File: config.mk
export PLATFORM = sky130hd
export DESIGN_NAME = inst_queue_flat
export DESIGN_NICKNAME = d
export VERILOG_FILES = /design/src/rtl/inst_queue_pkg.sv /design/src/rtl/inst_queue_if.sv /design/src/rtl/inst_queue_mem.sv /design/src/rtl/inst_queue.sv /design/src/flat_wrapper.sv
export SDC_FILE = /design/constraint.sdc
export NUM_CORES = 1
export LEC_CHECK = 0
export CAP_MARGIN = 30
export CORE_AREA = 2 2 140 210
export DETAILED_ROUTE_END_ITERATION = 10
export DIE_AREA = 0 0 142 212
export GPL_ROUTABILITY_DRIVEN = 0
export PLACE_DENSITY_LB_ADDON = 0.2
export SLEW_MARGIN = 25
export SYNTH_ARGS = -nofsm -noshare
export SYNTH_HDL_FRONTEND = slang
export SYNTH_SLANG_ARGS = --single-unit
export TNS_END_PERCENT = 1
File: constraint.sdc
create_clock -name clk -period 5.2 [get_ports clk]
set_clock_uncertainty 0.05 [all_clocks]
set_input_delay 1.04 -clock clk [delete_from_list [all_inputs] [get_ports clk]]
set_output_delay 1.04 -clock clk [all_outputs]
set_load 0.05 [all_outputs]
File: src/rtl/inst_queue_pkg.sv
// Shared constants and entry layout for the fetch-to-decode instruction queue.
// Optional same-cycle bypass is enabled by defining INST_QUEUE_BYPASS_EN.
package inst_queue_pkg;

    localparam int          IQ_DEFAULT_DEPTH = 4;
    localparam logic [31:0] IQ_NOP           = 32'h0000_0000;

    // 65-bit storage word: {pc, instr, adel}
    typedef struct packed {
        logic [31:0] pc;
        logic [31:0] instr;
        logic        adel;
    } iq_entry_t;

endpackage

File: src/rtl/inst_queue_if.sv
// Fetch push / decode pop bundle for inst_queue; the queue takes the slave modport.
interface inst_queue_if #(
    parameter int CNT_W = 3
);
    logic             push_valid;
    logic [31:0]      push_pc;
    logic [31:0]      push_instr;
    logic             push_adel;
    logic             push_ready;
    logic             pop_ready;
    logic             validD;
    logic [31:0]      instrD;
    logic [31:0]      pcD;
    logic             adelD;
    logic [CNT_W-1:0] count;
    logic             full;
    logic             empty;

    modport master (
        output push_valid, push_pc, push_instr, push_adel, pop_ready,
        input  push_ready, validD, instrD, pcD, adelD, count, full, empty
    );

    modport slave (
        input  push_valid, push_pc, push_instr, push_adel, pop_ready,
        output push_ready, validD, instrD, pcD, adelD, count, full, empty
    );
endinterface

File: src/rtl/inst_queue_mem.sv
// Instruction queue storage: one synchronous write port, one asynchronous read port.
module inst_queue_mem
    import inst_queue_pkg::*;
#(
    parameter int DEPTH = IQ_DEFAULT_DEPTH,
    parameter int PTR_W = $clog2(DEPTH)
) (
    input  logic             clk,
    input  logic             we,
    input  logic [PTR_W-1:0] waddr,
    input  iq_entry_t        wdata,
    input  logic [PTR_W-1:0] raddr,
    output iq_entry_t        rdata
);

    iq_entry_t mem [DEPTH];

    always_ff @(posedge clk) begin
        if (we) begin
            mem[waddr] <= wdata;
        end
    end

    assign rdata = mem[raddr];

endmodule

File: src/rtl/inst_queue.sv
// Fetch-to-decode instruction FIFO with flush; head entry presented combinationally.
// Define INST_QUEUE_BYPASS_EN to forward a push straight to decode when the queue is empty.
module inst_queue
    import inst_queue_pkg::*;
#(
    parameter int DEPTH = IQ_DEFAULT_DEPTH,
    parameter int PTR_W = $clog2(DEPTH),
    parameter int CNT_W = PTR_W + 1
) (
    input  logic        clk,
    input  logic        rst,
    input  logic        flush,
    inst_queue_if.slave q
);

    logic [PTR_W-1:0] rd_ptr;
    logic [PTR_W-1:0] wr_ptr;
    logic [CNT_W-1:0] count;
    logic             full;
    logic             empty;
    logic             byp_hit;
    logic             byp_consume;
    logic             do_push;
    logic             do_pop;
    logic             out_valid;
    iq_entry_t        wr_entry;
    iq_entry_t        head;
    iq_entry_t        out_entry;

    assign full     = (count == CNT_W'(DEPTH));
    assign empty    = (count == '0);
    assign wr_entry = '{pc: q.push_pc, instr: q.push_instr, adel: q.push_adel};

`ifdef INST_QUEUE_BYPASS_EN
    assign byp_hit = empty & q.push_valid & ~flush;
`else
    assign byp_hit = 1'b0;
`endif

    // A bypassed entry consumed by decode in the same cycle is never stored.
    assign byp_consume = byp_hit & q.pop_ready;
    assign do_push     = q.push_valid & ~full & ~flush & ~byp_consume;
    assign do_pop      = q.pop_ready & ~empty & ~flush;

    inst_queue_mem #(
        .DEPTH (DEPTH),
        .PTR_W (PTR_W)
    ) u_mem (
        .clk   (clk),
        .we    (do_push),
        .waddr (wr_ptr),
        .wdata (wr_entry),
        .raddr (rd_ptr),
        .rdata (head)
    );

    always_ff @(posedge clk) begin
        if (rst || flush) begin
            rd_ptr <= '0;
            wr_ptr <= '0;
            count  <= '0;
        end else begin
            if (do_push) wr_ptr <= wr_ptr + 1'b1;
            if (do_pop)  rd_ptr <= rd_ptr + 1'b1;
            case ({do_push, do_pop})
                2'b10:   count <= count + 1'b1;
                2'b01:   count <= count - 1'b1;
                default: count <= count;
            endcase
        end
    end

    always_comb begin
        out_valid = ~empty | byp_hit;
        out_entry = byp_hit ? wr_entry : head;
        if (!out_valid) begin
            out_entry = '{pc: 32'h0, instr: IQ_NOP, adel: 1'b0};
        end
    end

    assign q.push_ready = ~full;
    assign q.validD     = out_valid;
    assign q.instrD     = out_entry.instr;
    assign q.pcD        = out_entry.pc;
    assign q.adelD      = out_entry.adel;
    assign q.count      = count;
    assign q.full       = full;
    assign q.empty      = empty;

endmodule

File: src/flat_wrapper.sv
// flat-port wrapper written by rule: the top's interface ports become plain ports
module inst_queue_flat import inst_queue_pkg::*;
#(
    parameter int DEPTH = IQ_DEFAULT_DEPTH,
    parameter int PTR_W = $clog2(DEPTH),
    parameter int CNT_W = PTR_W + 1
)
  (clk, rst, flush, q_push_valid, q_push_pc, q_push_instr, q_push_adel, q_pop_ready, q_push_ready, q_validD, q_instrD, q_pcD, q_adelD, q_count, q_full, q_empty);
  inst_queue_if #(.CNT_W(CNT_W)) q_i ();
  input  logic clk;
  input  logic rst;
  input  logic flush;
  input wire logic [$bits(q_i.push_valid)-1:0] q_push_valid;
  input wire logic [$bits(q_i.push_pc)-1:0] q_push_pc;
  input wire logic [$bits(q_i.push_instr)-1:0] q_push_instr;
  input wire logic [$bits(q_i.push_adel)-1:0] q_push_adel;
  input wire logic [$bits(q_i.pop_ready)-1:0] q_pop_ready;
  output wire logic [$bits(q_i.push_ready)-1:0] q_push_ready;
  output wire logic [$bits(q_i.validD)-1:0] q_validD;
  output wire logic [$bits(q_i.instrD)-1:0] q_instrD;
  output wire logic [$bits(q_i.pcD)-1:0] q_pcD;
  output wire logic [$bits(q_i.adelD)-1:0] q_adelD;
  output wire logic [$bits(q_i.count)-1:0] q_count;
  output wire logic [$bits(q_i.full)-1:0] q_full;
  output wire logic [$bits(q_i.empty)-1:0] q_empty;
  assign q_i.push_valid = q_push_valid;
  assign q_i.push_pc = q_push_pc;
  assign q_i.push_instr = q_push_instr;
  assign q_i.push_adel = q_push_adel;
  assign q_i.pop_ready = q_pop_ready;
  assign q_push_ready = q_i.push_ready;
  assign q_validD = q_i.validD;
  assign q_instrD = q_i.instrD;
  assign q_pcD = q_i.pcD;
  assign q_adelD = q_i.adelD;
  assign q_count = q_i.count;
  assign q_full = q_i.full;
  assign q_empty = q_i.empty;
  inst_queue #(.DEPTH(DEPTH), .PTR_W(PTR_W), .CNT_W(CNT_W)) u_core (.clk(clk), .rst(rst), .flush(flush), .q(q_i));
endmodule
Word-level counts from Yosys, hierarchy flattened. Memories as Yosys holds them, arrays and structs flattened. A register that Yosys moved wholly into a read port is not among the register bits. Cells that the tools add are included. Widths: inputs -> output; s select.

Word-level logic and storage cells: 27. Flip-flop bits (word level): 7. Memories kept: 1. Output and inout bits: 72. Bits in writable memories: 260.

Reduce and logical (&&, ||, !) cells: 3. Equality and inequality tests: 3. Muxes and demuxes: 6. $add $sub $neg: 4. Bitwise operators: 7.

Memory list: u_core.u_mem.mem (words 4, bits a word 65, rd ports 1, clocked after Yosys merged registers in 1, wr ports 1, line inst_queue_mem.sv:16) `iq_entry_t mem [DEPTH];`.

Operator list (number): $mux 65 (1); $pmux 3 s2 (1); $add 2x1->2 const B (2); $and 1x1->1 (4); $mux 2 (2); $add 3x1->3 const B (1); $eq 3x3->1 const B (1); $logic_not 3->1 (1); $not 1->1 (3); $sub 3x1->3 const B (1); $eq 2x1->1 const B (1); $eq 2x2->1 const B (1); $mux 1 (2); $reduce_bool 2->1 (1); $logic_or 1x1->1 (1).

Longest topological paths before layout.
Word-level depth: 6. Gate-level depth with buffers: 10. Depth with buffers taken out: 10.

Modules after synthesis. A second synthesis with hierarchy kept.

Cells, all modules: 460. Area total of the unflattened synthesis: 10292.4 µm².

By module, submodules not included: inst_queue_mem (instances 1, area each 9455.3 µm², cells an instance 343, sequential area each 7807.5 µm²); inst_queue (instances 1, area each 837.1 µm², cells an instance 117, sequential area each 140.1 µm²).

Worst setup path before layout. Ideal clock, no wire load.

Path type: register to register. Start: register u_core.count[0] (netlist: u_core.q.count[0]). End: memory u_core.u_mem.mem[0][0] (netlist name), enable pin. Arrival: 3.549 ns. Stages on the path, launching flop included: 5. Buffers on the path: 0. Path slack: 1.171 ns. Clock period less this slack: 4.029 ns. Data required time: 4.720 ns. Path through: dfxtp_1 -> or3b_1 -> inv_1 -> nor3_1 -> and2_1.

Longest elaborated chain between the ends: 6.

RTL lines: from (decl) (line inst_queue.sv:18) `logic [CNT_W-1:0] count;`; from (signal assigned) (line inst_queue.sv:66) `2'b10: count <= count + 1'b1;`; from (signal assigned) (line inst_queue.sv:67) `2'b01: count <= count - 1'b1;`; from (signal assigned) (line inst_queue.sv:68) `default: count <= count;`; $eq 3x3->1 (line inst_queue.sv:30) `assign full = (count == CNT_W'(DEPTH));`; $not 1->1; via q_push_ready (line flat_wrapper.sv:18) `output wire logic [$bits(q_i.push_ready)-1:0] q_push_ready;`; $and 1x1->1 (2 in a row) (line inst_queue.sv:42) `assign do_push = q.push_valid & ~full & ~flush & ~byp_consume;`; $mux 1 (line inst_queue_mem.sv:19) `if (we) begin`; $mux 1 (implied by the code) (line inst_queue_mem.sv:20) `mem[waddr] <= wdata;`; to (decl) (line inst_queue_mem.sv:16).

The timed path passes the listed nets, and every way through them passes these cells.

==> flow_metrics.tcl <==
set metrics [dict create \
    avgRoutedWirePerCell_um 20.8 \
    core_area_mm2 0.0284 \
    synth-seq-area-share_pct 77.6 \
    crit_path_cell_trace "buf_4 -> mux4_2 -> and2_1 -> clkdlybuf4s50_1" \
    antenna_found_initial 1 \
    synthesis.area_mm2 0.0103 \
    ys_seq_elements 269 \
    ys_warn_count 0 \
    ios 142 \
    clk_pin_slew_ns 0.07 \
    rsz0062_at_grt "no" \
    viasPerCell 5.00 \
    max_freq_mhz 249 \
    crit_required_ns 4.11 \
    first_pass_iters 4 \
    timing_hold_violations_final 0 \
    syn_to_final_growth_pct 26.1 \
    critPathMaxFanout 24 \
    synth_cell_types 21 \
    die-width_um 142 \
    fin_tns_setup_ns 0 \
    dr.first_iter.drc_count 253 \
    cts.sinks 269 \
    critical_path_class "reg -> out" \
    first_global_vias 5583 \
    cts_setup_buffers 0 \
    cts_made_buffers 25 \
    syn_nets 544 \
    grt-ovfl-total 0 \
    grt_pass1_wl_mm 31.4 \
    endpoint_kind "output pin" \
    comb_power_share_pct 5.8 \
    ys.flop_type "edfxtp_1" \
    switching_share_pct 20.2 \
    fin_crit_sh_pct 77.4 \
    cp-start-kind "flop" \
    regArea_mm2 0.00800 \
    nFillCells 2406 \
    status "finished, final reports clean" \
    cts-root-buf "clkbuf_16" \
    async_flop_share_pct 0 \
    p_seq_share_pct 54.1 \
    cts_buffer_depth 3 \
    reg2reg_depth 10 \
    finalMaxSlewViolations 0 \
    nets 698 \
    grt_max_degree 56 \
    place_inst 946 \
    avgSynthCellArea_um2 22.0 \
    hp-class "reg -> reg" \
    worst_pin_slew_ns 0.610 \
    grt_use_total_pct 13.8 \
    clock_power_share_pct 40.1 \
    vias 4963 \
    p_total_uw 4480 \
    r2r_slack_ns 2.68 \
    dieArea_mm2 0.0301 \
    drc 0 \
    slowest_delay_ns 0.70 \
    drt-total-wl_mm 20.7 \
    drive_above_1_share_pct 18.4 \
    fp-row-count 76 \
    fin_crit_ns 4.02 \
    multiInputGateArea_mm2 0.00215 \
    post-route-util_pct 45.6 \
    die_y_um 212 \
    clock_latency_ns 0.52 \
    cts_hold_buf 0 \
    setup_viol 0 \
    maxCapViolations 0 \
    start_util_pct 36.2 \
    cts_tree "built" \
    numPortBuffers 141 \
    ir_drop_mv 0.213 \
    p_switching_uw 906 \
    post_cts_resized 0 \
    slowest_stage "clkdlybuf4s50_1" \
    stdcell_count 992 \
    leakagePower_uw 0.00406 \
    p_int_uw 3570 \
    relSlewSlack_pct 59.3 \
    p_per_area_mw_per_mm2 345 \
    synth-edff-count 260 \
    crit_arrival_ns 2.93 \
    hold_depth 2 \
    ctsHtreeMaxLevel 1 \
    hpwl_mm 12.2 \
    postSynthCellCount 468 \
    ant_nets 0 \
]
worst max-delay path: cells and delay by family, from the launching register on:
kind,cells,cell delay [ns]
buffers and inverters,2,1.18
muxes,1,0.59
DFF,1,0.46
and+or+nand+nor,1,0.18
power groups by stage:
stage	combinational [µW]	clock, µW	sequential (µW)
CTS	266	1840	2420
global route	278	1920	2420
finish	261	1800	2420
global placement	256	0	2460
floorplan	130	0	2470
detailed placement	266	0	2470
worst paths after layout:
kind                             startpoint                             end
min           u_core.rd_ptr[1]$_SDFFE_PP0P_                            flop
max                                    flop                    q_instrD[25]
max reg2reg  u_core.q.count[2]$_SDFFE_PP0P_  u_core.q.count[2]$_SDFFE_PP0P_
min reg2reg   u_core.rd_ptr[1]$_SDFFE_PP0P_                            flop
layer usage:
metal  track usage [%]  part of all wire [%]
met3              2.70                   4.9
met1              16.3                    39
met2              25.0                    54
met5                 0                 0.077
met4              5.17                   2.0
layout make-up:
class,count,area share [%]
Clock inverter,10,0.801
Antenna cell,1,0.0193
Tap cell,351,3.39
Sequential cell,269,61.6
Inverter,9,0.260
Clock buffer,35,5.42
Timing Repair Buffer,149,11.9
Multi-Input combinational cell,168,16.6
state kept, by name, indices dropped and copies added, names as in the netlist, named ones only:
register and count:
u_core.q.count 3, u_core.rd_ptr 2, u_core.wr_ptr 2, u_core.u_mem.mem 260
stage by stage:
step                      hold slack (ns)  cell area, µm²  setup WS, ns
after detailed placement            0.458           12200          1.66
final                               0.461           13000          1.18
after CTS                           0.468           13000          1.09
after global placement              0.411           12100          1.52
after global routing                0.503           13000         0.992
after floorplan                     0.409           10300          1.17
kinds of logic (layout without fill, tap and decap cells):
logic type / count (synthesis) / after routing / share of synthesized area, %
AO/OA/AOI/OAI: 10 / 10 / 0.511
XOR/XNOR: 3 / 3 / 0.255
adder cells (fa/ha/maj): 6 / 6 / 0.803
buffers and inverters: 31 / 203 / 1.65
flip-flops: 269 / 269 / 77.6
multiplexers: 65 / 65 / 14.2
other: 0 / 1 / 0
AND/OR/NAND/NOR: 84 / 84 / 4.92
cells in the final DEF (no fill, tap or decap):
master and n:
o21ai_0 4, ha_1 5, dfxtp_4 2, xor2_1 3
or2_2 1, o31ai_1 1, or3_1 2, nor2_1 6
nand3_1 2, clkbuf_1 6, buf_4 2, clkbuf_8 4
or3b_1 1, dfxtp_1 7, diode_2 1, inv_1 9
buf_12 6, clkinv_1 2, clkinv_2 5, nand2_1 1
mux4_2 65, and2_4 4, clkbuf_16 25, edfxtp_1 260
inv_8 1, or3_4 1, bufinv_16 2, and2_1 65
fa_1 1, a21oi_1 5, clkdlybuf4s50_1 141, nor3_1 1
synthesized netlist by cell type (2+ instances only):
master	n	area, µm²
xor2_1	3	26.3
and2_1	69	432
inv_1	9	33.8
ha_1	5	62.6
nand3_1	2	10.0
buf_6	6	67.6
clkbuf_1	9	33.8
dfxtp_1	9	180
buf_2	7	35.0
edfxtp_1	260	7810
a21oi_1	5	25.0
or3_1	3	18.8
o21ai_0	4	20.0
nor2_1	6	22.5
mux4_2	65	1460
Note: power is estimated with default switching activity, not from simulation.
